`src/rtl/clk_set_controller.sv`:
```
// Button front-end and RUN/SET sequencer for the 24-hour clock datapath.
// Produces digit-increment strobes, the 1 Hz run tick and the edit blink.
module clk_set_debounce #(
  parameter int DEBOUNCE_CYCLES = 1000000
) (
  input  logic clk,
  input  logic reset,
  input  logic btn,
  output logic press
);
  localparam int DW = $clog2(DEBOUNCE_CYCLES + 1);

  logic          s1;
  logic          s2;
  logic          level;
  logic          level_q;
  logic [DW-1:0] cnt;

  always_ff @(posedge clk) begin
    if (!reset) begin
      s1      <= 1'b0;
      s2      <= 1'b0;
      level   <= 1'b0;
      level_q <= 1'b0;
      press   <= 1'b0;
      cnt     <= '0;
    end else begin
      s1      <= btn;
      s2      <= s1;
      level_q <= level;
      press   <= level & ~level_q;
      if (s2 == level) begin
        cnt <= '0;
      end else if (cnt == DW'(DEBOUNCE_CYCLES - 1)) begin
        level <= s2;
        cnt   <= '0;
      end else begin
        cnt <= cnt + DW'(1);
      end
    end
  end
endmodule

module clk_set_controller #(
  parameter int CLK_DIV         = 100000000,
  parameter int DEBOUNCE_CYCLES = 1000000,
  parameter int BLINK_CYCLES    = 25000000,
  parameter int TIMEOUT_CYCLES  = 1000000000
) (
  input  logic       clk,
  input  logic       reset,
  input  logic       mode_btn,
  input  logic       inc_btn,
  output logic       set_time,
  output logic       hour10,
  output logic       hour1,
  output logic       min10,
  output logic       min1,
  output logic       sec10,
  output logic       sec1,
  output logic       tick,
  output logic [2:0] field_sel,
  output logic       blink
);
  localparam int PW = $clog2(CLK_DIV);
  localparam int BW = $clog2(BLINK_CYCLES + 1);
  localparam int TW = $clog2(TIMEOUT_CYCLES + 1);

  typedef enum logic [2:0] {
    RUN     = 3'd0,
    SET_H10 = 3'd1,
    SET_H1  = 3'd2,
    SET_M10 = 3'd3,
    SET_M1  = 3'd4,
    SET_S10 = 3'd5,
    SET_S1  = 3'd6
  } state_t;

  state_t        state;
  state_t        nxt;
  logic          mode_ev;
  logic          inc_ev;
  logic          timeout;
  logic [PW-1:0] pcnt;
  logic [BW-1:0] bcnt;
  logic [TW-1:0] icnt;

  clk_set_debounce #(.DEBOUNCE_CYCLES(DEBOUNCE_CYCLES)) u_mode (
    .clk   (clk),
    .reset (reset),
    .btn   (mode_btn),
    .press (mode_ev)
  );

  clk_set_debounce #(.DEBOUNCE_CYCLES(DEBOUNCE_CYCLES)) u_inc (
    .clk   (clk),
    .reset (reset),
    .btn   (inc_btn),
    .press (inc_ev)
  );

  assign field_sel = state;

  // Any press in the timeout cycle defers the return to RUN.
  always_comb begin
    timeout = (state != RUN) && (icnt == TW'(TIMEOUT_CYCLES - 1));
    nxt     = state;
    if (mode_ev) begin
      unique case (state)
        RUN:     nxt = SET_H10;
        SET_H10: nxt = SET_H1;
        SET_H1:  nxt = SET_M10;
        SET_M10: nxt = SET_M1;
        SET_M1:  nxt = SET_S10;
        SET_S10: nxt = SET_S1;
        default: nxt = RUN;
      endcase
    end else if (timeout && !inc_ev) begin
      nxt = RUN;
    end
  end

  always_ff @(posedge clk) begin
    if (!reset) begin
      state    <= RUN;
      set_time <= 1'b0;
      {hour10, hour1, min10, min1, sec10, sec1} <= 6'b0;
      tick     <= 1'b0;
      pcnt     <= '0;
      blink    <= 1'b1;
      bcnt     <= '0;
      icnt     <= '0;
    end else begin
      state    <= nxt;
      set_time <= (nxt != RUN);

      {hour10, hour1, min10, min1, sec10, sec1} <= 6'b0;
      if (inc_ev && !mode_ev) begin
        unique case (state)
          SET_H10: hour10 <= 1'b1;
          SET_H1:  hour1  <= 1'b1;
          SET_M10: min10  <= 1'b1;
          SET_M1:  min1   <= 1'b1;
          SET_S10: sec10  <= 1'b1;
          SET_S1:  sec1   <= 1'b1;
          default: ;
        endcase
      end

      if (state == RUN && nxt == RUN) begin
        if (pcnt == PW'(CLK_DIV - 1)) begin
          pcnt <= '0;
          tick <= 1'b1;
        end else begin
          pcnt <= pcnt + PW'(1);
          tick <= 1'b0;
        end
      end else begin
        pcnt <= '0;
        tick <= 1'b0;
      end

      if (nxt == RUN || state == RUN || mode_ev) begin
        blink <= 1'b1;
        bcnt  <= '0;
      end else if (bcnt == BW'(BLINK_CYCLES - 1)) begin
        blink <= ~blink;
        bcnt  <= '0;
      end else begin
        bcnt <= bcnt + BW'(1);
      end

      if (nxt == RUN || state == RUN || mode_ev || inc_ev) begin
        icnt <= '0;
      end else begin
        icnt <= icnt + TW'(1);
      end
    end
  end
endmodule

```
`config.mk`:
```
export PLATFORM = sky130hd
export DESIGN_NAME = clk_set_controller
export DESIGN_NICKNAME = d
export VERILOG_FILES = /design/src/rtl/clk_set_controller.sv
export SDC_FILE = /design/constraint.sdc
export NUM_CORES = 1
export LEC_CHECK = 0
export CAP_MARGIN = 40
export CORE_UTILIZATION = 56
export DETAILED_ROUTE_END_ITERATION = 10
export GPL_ROUTABILITY_DRIVEN = 0
export PLACE_DENSITY = 0.81
export SLEW_MARGIN = 5
export SYNTH_ARGS = -nofsm -noshare
export SYNTH_HDL_FRONTEND = slang
export SYNTH_SLANG_ARGS = --single-unit
```
`constraint.sdc`:
```
create_clock -name clk -period 2.25 [get_ports clk]
set_clock_uncertainty 0.2 [all_clocks]
set_input_delay 0.3375 -clock clk [delete_from_list [all_inputs] [get_ports clk]]
set_output_delay 0.3375 -clock clk [all_outputs]
set_load 0.005 [all_outputs]
```
* Yosys cells after proc, flatten, opt, wreduce, memory -nomap -nowiden
Index checks and enable logic that the tools add are counted.
** Cells by class
- Reductions and logical operators :: 23
- Equal/unequal tests :: 13
- Mux-type cells :: 10
- $add $sub $neg :: 5
- Bitwise logic cells :: 9
** Operators with widths (count)
- 20-bit by 1-bit adder with 20-bit output, second input constant :: 2
- 20-bit == test, second input constant :: 2
- 30-bit by 1-bit adder with 30-bit output, second input constant :: 1
- 30-bit == test, second input constant :: 1
- 27-bit by 1-bit adder with 27-bit output, second input constant :: 1
- 27-bit == test, second input constant :: 1
- 25-bit by 1-bit adder with 25-bit output, second input constant :: 1
- 25-bit == test, second input constant :: 1
- 3-bit case mux with 6 select lines :: 1
- 3-bit OR reduction :: 4
- 3-bit == test, second input constant :: 3
- 2-bit AND reduction :: 4
- 1-bit two-way mux :: 7
- 1-bit NOT :: 7
- 3-bit by 2-bit == test with 1-bit output, second input constant :: 2
- 3-bit logical NOT :: 2
- 3-bit two-way mux :: 2
- 3-bit nonzero test :: 2
- 1-bit logical AND :: 4
- 2-bit OR reduction :: 2
- 3-bit by 1-bit == test with 1-bit output, second input constant :: 1
- 1-bit logical OR :: 3
- 1-bit AND :: 2
- 1-bit == test :: 2
- 1-bit logical NOT :: 2
** Storage, ports and cells
- Output and inout bits :: 12
- Bits in registers :: 144
- Input port bits :: 4

* Longest topological paths before layout
Gate-level depths: netlist of run 1.
- Word-level depth :: 10
- Mapped depth :: 7

* Hierarchy
From an unflattened synthesis of run 1, not the netlist that was laid out.
** Second synthesis, totals
- Cell total of the unflattened synthesis :: 697
- Area, all modules :: 6334.8 sq um
** Modules (own cells, without submodules)
- clk_set_controller :: times used 1, seq. area each 1881.8 sq um, cells each 465, area each 4172.8 sq um
- clk_set_debounce :: times used 2, seq. area each 500.5 sq um, cells each 116, area each 1081.0 sq um

* Least setup slack after synthesis of run 1
No wires, ideal clock.
- Path kind :: reg2reg
- From :: reg icnt[0]
- To :: reg bcnt[2]
- Clock period less this slack :: 2137 ps
- Library setup time :: 132 ps
- Stages on the path, launching flop included :: 8
- Path buffers :: 2
- Setup slack :: 113 ps
- Arrival time :: 1805 ps
- Cells stage by stage :: dfxtp_1 -> ha_1 -> and3_1 -> clkbuf_1 -> nand4_1 -> o21ai_1 -> clkbuf_1 -> nor3_1
** On the way
- Longest elaborated chain between the ends :: 9
** Ends and longest elaborated chain
- from (decl) :: RTL line 86 : logic [TW-1:0] icnt;
- from (signal assigned) :: RTL line 176 : icnt <= icnt + TW'(1);
- 30-bit == test :: RTL line 106 : timeout = (state != RUN) && (icnt == TW'(TIMEOUT_CYCLES - 1));
- 1-bit logical AND :: RTL line 106
- 1-bit logical AND :: RTL line 118 : end else if (timeout && !inc_ev) begin
- 3-bit two-way mux :: RTL line 118
- 3-bit two-way mux :: RTL line 108 : if (mode_ev) begin
- 3-bit logical NOT :: RTL line 163 : if (nxt == RUN || state == RUN || mode_ev) begin
- 1-bit logical OR (2 in series) :: RTL line 163
- 3-bit OR reduction (no line)
- to (signal assigned) :: RTL line 170 : bcnt <= bcnt + BW'(1);
- to (decl) :: RTL line 85 : logic [BW-1:0] bcnt;
No other way between the ends.
A chain may end at the register's enable or synchronous reset.

* Worst setup path after layout of run 1
- From :: reg u_mode.cnt[13]
- To :: reg u_mode.cnt[5]
** On the way
- Longest elaborated chain between the ends :: 2
** Ends and longest elaborated chain
- from (decl) :: RTL line 17 : logic [DW-1:0] cnt;
- from (signal assigned) :: RTL line 38 : cnt <= cnt + DW'(1);
- 20-bit == test :: RTL line 34 : end else if (cnt == DW'(DEBOUNCE_CYCLES - 1)) begin
- 3-bit OR reduction (no line)
No other way between the ends.

==> results of run 1 <==
## registers in the layout (all words and copies together) (netlist names), 3 cells and up
register and count:
pcnt 27, u_inc.cnt 20, field_sel 3, u_mode.cnt 20, icnt 30, bcnt 25
## cells by family after synthesis
kind of cell             Yosys count  share of synthesized area (%)
AO/OA/AOI/OAI                    124                           11.7
XOR/XNOR                          61                           8.18
adder cells (fa/ha/maj)            5                          0.958
buffers and inverters             50                           3.01
flip-flops                       144                           44.2
AND/OR/NAND/NOR                  367                           31.9
## metrics by stage
stage | hold slack (ns) | TNS, ns | std cells | cell area, um^2
floorplan | 0.167 | 0 | 751 | 6530
global placement | 0.172 | 0 | 917 | 7080
detailed placement | 0.173 | 0 | 917 | 7080
CTS | 0.181 | 0 | 949 | 7700
global route | 0.183 | -0.510 | 949 | 7720
finish | 0.183 | 0 | 949 | 7720
## synth_stat cells, drive strengths merged
master	instances	area share (%)
ha	5	0.96
o21ai	37	2.8
nand4	35	3.6
nand4bb	1	0.17
a31oi	1	0.096
nor4	6	0.67
dfxtp	144	44
inv	13	0.75
clkbuf	28	1.6
o31ai	20	2.3
nor3	35	2.7
or3b	1	0.13
nor3b	2	0.23
nor4b	6	0.80
and4	18	2.4
nand4b	2	0.27
nor2	62	3.6
nand3b	1	0.12
a41oi	1	0.13
o41ai	2	0.27
nand2b	4	0.38
or3	31	3.0
buf	9	0.63
a211oi	20	2.5
and3	22	2.1
o21bai	2	0.23
nand3	57	4.4
o211ai	3	0.34
or2	1	0.096
nor4bb	3	0.46
or4	26	3.0
a21oi	35	2.7
and2	10	0.96
or4b	3	0.46
xor2	34	4.6
nor2b	4	0.38
nand2	37	2.1
xnor2	27	3.6
a311oi	3	0.40
## how the worst max path moves through the flow
stage | endpoint | slack, ns | depth (start not counted)
after floorplan | bcnt[2] | 0.11 | 7
after global placement | u_mode.cnt[18] | 0.11 | 5
after detailed placement | u_mode.cnt[18] | 0.04 | 5
after CTS | u_mode.cnt[5] | 0.02 | 5
after global routing | u_mode.cnt[2] | -0.06 | 5
final | u_mode.cnt[5] | 0.05 | 5
## critical path, delay by kind of cell, from the launching register on
kind / cells / cell delay, ns
and+or+nand+nor: 3 / 1.11
DFF: 1 / 0.32
AOI/OAI and AO/OA: 1 / 0.24
buffers and inverters: 1 / 0.22
## cell type report
type / count / area, um^2
well taps: 143 / 179
multi-input cells: 557 / 3480
flip-flops and latches: 144 / 2880
inverters: 13 / 48.8
clock buffers: 22 / 464
fillers: 873 / 3650
repair buffers: 60 / 513
clock inverters: 10 / 159
## what timing repair did
item / CTS / global route
hold buffers: 0 / 0
gates resized for setup: 1 / 5
pin swaps: 0 / 3
endpoints found under the setup margin: 11 / 32
## layer usage
metal / vias to the layer above / global-route usage, %
met3: 34 / 6.64
li1: 2870 / -
met5: - / 0
met4: 0 / 11.1
met1: 2803 / 29.3
met2: 150 / 44.8
## power groups by stage
| stage | clock network [uW] | logic, uW | registers, uW |
|---|---|---|---|
| 3_5_place_dp | 0 | 47.9 | 2620 |
| 4_1_cts | 3000 | 49.2 | 2570 |
| 5_1_grt | 3110 | 54.5 | 2570 |
| 3_3_place_gp | 0 | 45.9 | 2620 |
| 2_1_floorplan | 0 | 26.9 | 2620 |
| 6_report | 2960 | 49.2 | 2570 |
==> results.sh, run 1 <==
export IMPL_drtIter0Drc=413
export IMPL_ys_types=46
export IMPL_cts_buffers=17
export IMPL_holdCritStartpoint="u_inc.level_q"
export IMPL_power_density_nw_per_um2=722
export IMPL_p_seq_share_pct=46.1
export IMPL_wl_met2_mm=7.43
export IMPL_top_layer_used="met4"
export IMPL_relSlewSlack_pct=73.4
export IMPL_path_class="reg2reg"
export IMPL_first_pass_iters=4
export IMPL_whs_path_depth=1
export IMPL_cp_start_kind="flop"
export IMPL_clock_path_buffers=2
export IMPL_die_height_um=110
export IMPL_min_path_type="reg2reg"
export IMPL_wl_per_cell_um=15.4
export IMPL_drt_vias_per_instance=6.17
export IMPL_clk_pin_slew_worst_paths_ns=0.06
export IMPL_avgSynthCellArea_um2=8.69
export IMPL_path_cells="or4_1 > or4_4 > o211ai_1 > buf_4 > nor2_1"
export IMPL_grt_ovfl_total=0
export IMPL_antennaDiodeCount=0
export IMPL_synth_nets=760
export IMPL_drv_slew=0
export IMPL_syn_area_um2=6530
export IMPL_status="completed"
export IMPL_core_area_um2=11400
export IMPL_r2r_end="u_mode.cnt[5]"
export IMPL_cp_slowest_stage_delay_ns=0.54
export IMPL_dieArea_um2=12100
export IMPL_vdd_ir_drop_max_mv=0.715
export IMPL_clock_sinks=144
export IMPL_place_ws_ns=0.0385
export IMPL_fin_util_pct=67.9
export IMPL_track_usage_pct=25.6
export IMPL_finalHoldViolCount=0
export IMPL_wl_met1_mm=6.18
export IMPL_insertion_delay_ns=0.42
export IMPL_ant_nets=0
export IMPL_area_growth_pct=18.3
export IMPL_crit_path_top_delay_cell="or4_4"
export IMPL_rows=39
export IMPL_crit_arrival_ns=2.31
export IMPL_r2r_slack_ns=0.05
export IMPL_num_vias=5857
export IMPL_setup_worst_path_start="u_mode.cnt[13]"
export IMPL_clkPwrFrac_pct=53.1
export IMPL_io_buffer_count=15
export IMPL_drv_cap=0
export IMPL_crit_fanout=11
export IMPL_p_total_uw=5570
export IMPL_pwr_share_comb_pct=0.9
export IMPL_cp_end_kind="flop"
export IMPL_die_w_um=110
export IMPL_layout_nets=802
export IMPL_antenna_found_initial=0
export IMPL_ys_ff_latch=144
export IMPL_layout_drive_gt1_share_pct=10.9
export IMPL_yosys_warnings=0
export IMPL_wl_mm=14.6
export IMPL_p_int_uw=4490
export IMPL_p_switching_uw=1080
export IMPL_max_freq_ghz=0.454
export IMPL_grt_pass1_vias=5404
export IMPL_finalSetupViolations=0
export IMPL_root_buffer="clkbuf_16"
export IMPL_whs_endpoint="u_inc.press"
export IMPL_post_cts_buffers=0
export IMPL_rsz0062_at_grt="true"
export IMPL_initial_core_util_pct=57.4
export IMPL_grt_max_degree=31
export IMPL_required_ns=2.36
export IMPL_io_pins=16
export IMPL_final_common_cell="dfxtp_1"
export IMPL_drc=0
export IMPL_yosysSeqAreaShare_pct=44.2
export IMPL_htreeDepth=4
export IMPL_timing_final_crit_share_pct=97.9
export IMPL_r2r_start="u_mode.cnt[13]"
export IMPL_layout_setup_ws_ns=0.0483
export IMPL_final_cell_mix="143 x dfxtp_1, 62 x nor2_1, 57 x nand3_1"
export IMPL_swShare_pct=19.5
export IMPL_period_needed_ns=2.20
export IMPL_worst_slew_pin_slew_ns=0.398
export IMPL_grt_pass1_wl_mm=24.1
export IMPL_p_leak_uw=0.00245
export IMPL_dp_hpwl_mm=9.63
export IMPL_r2r_cells=5
export IMPL_cts_tree="yes"
export IMPL_wl_met3_um=632
export IMPL_netlist_instances=751
(Power assumes the default switching activity.)
==> inputs of run 2 (changes only) <==
PLACE_DENSITY = 0.78   (was 0.81)
clock period = 2.5 ns   (was 2.25 ns; I/O delays follow)
==> run 2 against run 1 <==
Hold slack better by 0.0027 ns. Clock power down 2%. Via count down 3.1%. Die area unchanged. Non-clock buffer count down 28. Global-route usage down 1.1 points. Register-to-register slack better by 0.19 ns. Sequential power down 10%. Critical path depth unchanged. Final area down 2.5%. Sequential cell count unchanged. Critical endpoint is now u_mode.cnt[16]. Highest routed layer unchanged.
==> results.sh, run 2 (synthesis gave the netlist of run 1 again) <==
export IMPL_worst_slew_pin_slew_ns=0.365
export IMPL_drtIter0Drc=396
export IMPL_antennaDiodeCount=0
export IMPL_cts_resized=0
export IMPL_io_buffer_count=15
export IMPL_grt_max_degree=31
export IMPL_area_growth_pct=15.3
export IMPL_cts_buffers=17
export IMPL_ant_nets=0
export IMPL_dp_hpwl_mm=9.22
export IMPL_post_dp_cell_area_um2=6840
export IMPL_cts_tree="yes"
export IMPL_antenna_found_initial=0
export IMPL_core_area_um2=11400
export IMPL_insertion_delay_ns=0.42
export IMPL_rsz0062_at_grt="false"
export IMPL_crit_arrival_ns=2.35
export IMPL_path_class="reg2reg"
export IMPL_dieArea_um2=12100
export IMPL_finalHoldViolCount=0
export IMPL_status="completed"
export IMPL_min_path_type="reg2reg"
export IMPL_drt_vias_per_instance=6.16
export IMPL_cp_start_kind="flop"
export IMPL_hold_slack_ns=0.185
export IMPL_clock_path_buffers=2
export IMPL_clock_sinks=144
export IMPL_first_pass_iters=5
export IMPL_rows=39
export IMPL_track_usage_pct=24.5
export IMPL_reg_top3="icnt (30), pcnt (27), bcnt (25)"
export IMPL_clk_pin_slew_worst_paths_ns=0.05
export IMPL_grt_pass1_vias=5265
export IMPL_max_freq_ghz=0.443
export IMPL_vdd_ir_drop_max_mv=0.907
export IMPL_wl_per_cell_um=15.3
export IMPL_finalSetupViolations=0
export IMPL_timing_final_crit_share_pct=90.4
export IMPL_root_buffer="clkbuf_16"
export IMPL_drv_slew=0
export IMPL_final_setup_tns_ns=0
export IMPL_post_cts_buffers=0
export IMPL_htreeDepth=4
export IMPL_layout_drive_gt1_share_pct=7.33
export IMPL_crit_fanout=20
export IMPL_hold_buffers=0
export IMPL_largest_reg_flops=30
export IMPL_die_w_um=110
export IMPL_grt_ovfl_total=0
export IMPL_layout_nets=774
export IMPL_fin_area_um2=7530
export IMPL_relSlewSlack_pct=75.5
export IMPL_power_density_nw_per_um2=698
export IMPL_io_pins=16
export IMPL_drv_cap=0
export IMPL_final_cell_mix="144 x dfxtp_1, 62 x nor2_1, 57 x nand3_1"
export IMPL_required_ns=2.59
export IMPL_period_needed_ns=2.26
export IMPL_p_leak_uw=0.00231
export IMPL_drc=0
export IMPL_wl_mm=14.1
export IMPL_die_height_um=110
export IMPL_largest_register="icnt"
export IMPL_initial_core_util_pct=57.4
export IMPL_cp_end_kind="flop"
export IMPL_grt_pass1_wl_mm=23.4
export IMPL_final_common_cell="dfxtp_1"
export IMPL_num_vias=5676
## run 2: where the power goes
| group | leakage, uW | internal [uW] | switching (uW) | total (uW) |
|---|---|---|---|---|
| registers | 0.00116 | 2300 | 5.84 | 2310 |
| logic | 0.000806 | 15.5 | 23.3 | 38.8 |
| clock network | 0.000340 | 1970 | 931 | 2910 |
## run 2: metrics by stage
step                      cells  setup slack (ns)  power (uW)  utilization (%)
final                       921             0.241        5250             66.2
after detailed placement    889             0.250        2400             60.2
after global placement      889             0.307        2400             60.2
after floorplan             751             0.363        2380                -
after global routing        921             0.113        5410             66.2
after CTS                   921             0.237        5290             66.2
## run 2: layer usage
metal | up-vias | part of all wire [%] | track usage [%]
li1 | 2824 | - | -
met1 | 2729 | 45 | 28.8
met2 | 104 | 50 | 42.6
met3 | 19 | 3.6 | 6.35
met4 | 0 | 1.0 | 9.14
met5 | - | 0 | 0
## run 2: worst paths after layout
kind                                      from             end  slack [ns]  cells after the start
worst min-delay path            u_mode.level_q    u_mode.press        0.19                      1
worst min register to register  u_mode.level_q    u_mode.press        0.19                      1
worst max register to register  u_mode.cnt[13]  u_mode.cnt[16]        0.24                      5
worst max-delay path            u_mode.cnt[13]  u_mode.cnt[16]        0.24                      5
## run 2: critical path, stage by stage (launching register included)
cell	delay (ns)
dfxtp_1	0.35
or4_1	0.51
or4_1	0.55
o211ai_1	0.18
buf_4	0.26
a21oi_1	0.08
## run 2: cell type report
class / count / area [um^2]
Multi-Input combinational cell: 557 / 3450
Clock inverter: 10 / 204
Tap cell: 143 / 179
Sequential cell: 144 / 2880
Clock buffer: 22 / 484
Timing Repair Buffer: 32 / 278
Fill cell: 910 / 3840
Inverter: 13 / 48.8
==> inputs of run 3 (changes only) <==
CTS_CLUSTER_SIZE = 30   (was default)
DONT_BUFFER_PORTS = 1   (was default)
PLACE_DENSITY = 0.76   (was 0.78)
==> run 3 against run 2 <==
Register-to-register slack better by 0.02 ns. Sequential cell count stayed put. Hold slack worse by 0.046 ns. Final area is 2.9% lower. Power is 6.2% lower. Sequential power hardly changed. Setup slack hardly changed. Global-route usage is 0.68 points lower. Maximum frequency hardly changed. First-iteration DRC count is 18% higher. Final cell count is 1.5% lower. Wire length is 3.4% lower. Largest power group unchanged.
==> results.sh, run 3 (synthesis gave the netlist of run 1 again) <==
export IMPL_cts_buffers=17
export IMPL_power_density_nw_per_um2=674
export IMPL_dieArea_um2=12100
export IMPL_final_cell_mix="144 x dfxtp_1, 62 x nor2_1, 57 x nand3_1"
export IMPL_status="completed"
export IMPL_grt_pass1_vias=4902
export IMPL_crit_arrival_ns=2.36
export IMPL_io_buffer_count=0
export IMPL_path_class="in2reg"
export IMPL_wl_mm=13.6
export IMPL_core_area_um2=11400
export IMPL_fill_cells=935
export IMPL_hold_slack_ns=0.139
export IMPL_final_common_cell="dfxtp_1"
export IMPL_drtIter0Drc=466
export IMPL_track_usage_pct=23.8
export IMPL_ff_latch_area_um2=2880
export IMPL_layout_drive_gt1_share_pct=7.07
export IMPL_crit_fanout=11
export IMPL_period_needed_ns=2.26
export IMPL_reg_top3="icnt (30), pcnt (27), bcnt (25)"
export IMPL_drv_slew=0
export IMPL_finalHoldViolCount=0
export IMPL_largest_reg_flops=30
export IMPL_largest_register="icnt"
export IMPL_rsz0062_at_grt="false"
export IMPL_layout_nets=760
export IMPL_finalSetupViolations=0
export IMPL_timing_final_crit_share_pct=90.4
export IMPL_die_height_um=110
export IMPL_initial_core_util_pct=57.4
export IMPL_num_vias=5573
export IMPL_multi_input_area_um2=3450
export IMPL_cp_end_kind="flop"
export IMPL_drt_vias_per_instance=6.14
export IMPL_area_growth_pct=12.0
export IMPL_rows=39
export IMPL_htreeDepth=4
export IMPL_drv_cap=0
export IMPL_clock_sinks=144
export IMPL_dp_hpwl_mm=9.17
export IMPL_max_freq_ghz=0.443
export IMPL_antennaDiodeCount=0
export IMPL_min_path_type="in2reg"
export IMPL_clock_path_buffers=2
export IMPL_grt_ovfl_total=0
export IMPL_clk_pin_slew_worst_paths_ns=0.06
export IMPL_drc=0
export IMPL_required_ns=2.60
export IMPL_die_w_um=110
export IMPL_cts_tree="yes"
export IMPL_grt_max_degree=26
export IMPL_fin_util_pct=64.3
export IMPL_worst_slew_pin_slew_ns=0.411
export IMPL_io_pins=16
export IMPL_insertion_delay_ns=0.42
export IMPL_grt_pass1_wl_mm=22.5
export IMPL_root_buffer="clkbuf_16"
export IMPL_post_cts_buffers=0
export IMPL_first_pass_iters=5
export IMPL_ant_nets=0
export IMPL_p_total_uw=4930
export IMPL_final_setup_tns_ns=0
export IMPL_wl_per_cell_um=15.0
export IMPL_vdd_ir_drop_max_mv=0.623
export IMPL_p_leak_uw=0.00221
export IMPL_antenna_found_initial=0
export IMPL_cp_start_kind="input port"
export IMPL_relSlewSlack_pct=72.6
-- run 3: cell count changes in the layout (fill, tap and decap cells not counted), sizes merged --
cell           previous run  this run
dlygate4sd3               0         3
buf                      17        15
clkdlybuf4s50            15         0
clkinv                    4         5
bufinv                    6         3
clkinvlp                  0         2
-- run 3: final timing paths --
check            startpoint      endpoint  slack [ns]  cells past startpoint
max                   reset         blink        0.24                      5
min reg2reg  u_mode.level_q  u_mode.press        0.19                      1
min                   reset  u_inc.cnt[1]        0.14                      3
max reg2reg        bcnt[11]      bcnt[19]        0.26                      4
-- run 3: power breakdown --
group,internal (uW),switching (uW),total (uW)
Sequential,2300,6.45,2310
Combinational,14.3,23.0,37.3
Clock,1640,940,2580
Total,3960,970,4930
-- run 3: area by class of cell --
class	count	share of cell area (%)
multi-input cells	557	47.2
inverters	13	0.667
clock inverters	10	1.83
flip-flops and latches	144	39.4
clock buffers	22	6.48
repair buffers	18	1.95
well taps	143	2.45
-- run 3: what timing repair did --
item	in CTS	in global routing
hold buffers	3	0
hold endpoints to repair	10	0
resized for setup	0	0
-- run 3: through the flow --
step                      std cells  worst slack, ns  area [um^2]
after floorplan                 751            0.363         6530
after global placement          872            0.303         6680
after detailed placement        872            0.267         6680
after CTS                       907            0.248         7310
after global routing            907           0.0715         7310
final                           907            0.240         7310
-- run 3: per-layer routing --
| layer | up-vias | wire length, um | GRT usage [%] |
|---|---|---|---|
| met1 | 2663 | 6300 | 29.5 |
| met5 | - | 0 | 0 |
| li1 | 2787 | - | - |
| met4 | 0 | 238 | 9.71 |
| met3 | 20 | 484 | 7.11 |
| met2 | 103 | 6570 | 38.6 |
-- run 3: critical path, cell delays in order --
cell and delay [ns]:
dlygate4sd3_1 0.76, inv_1 0.21, nor3_1 0.35, o21ai_2 0.17, or3b_2 0.48
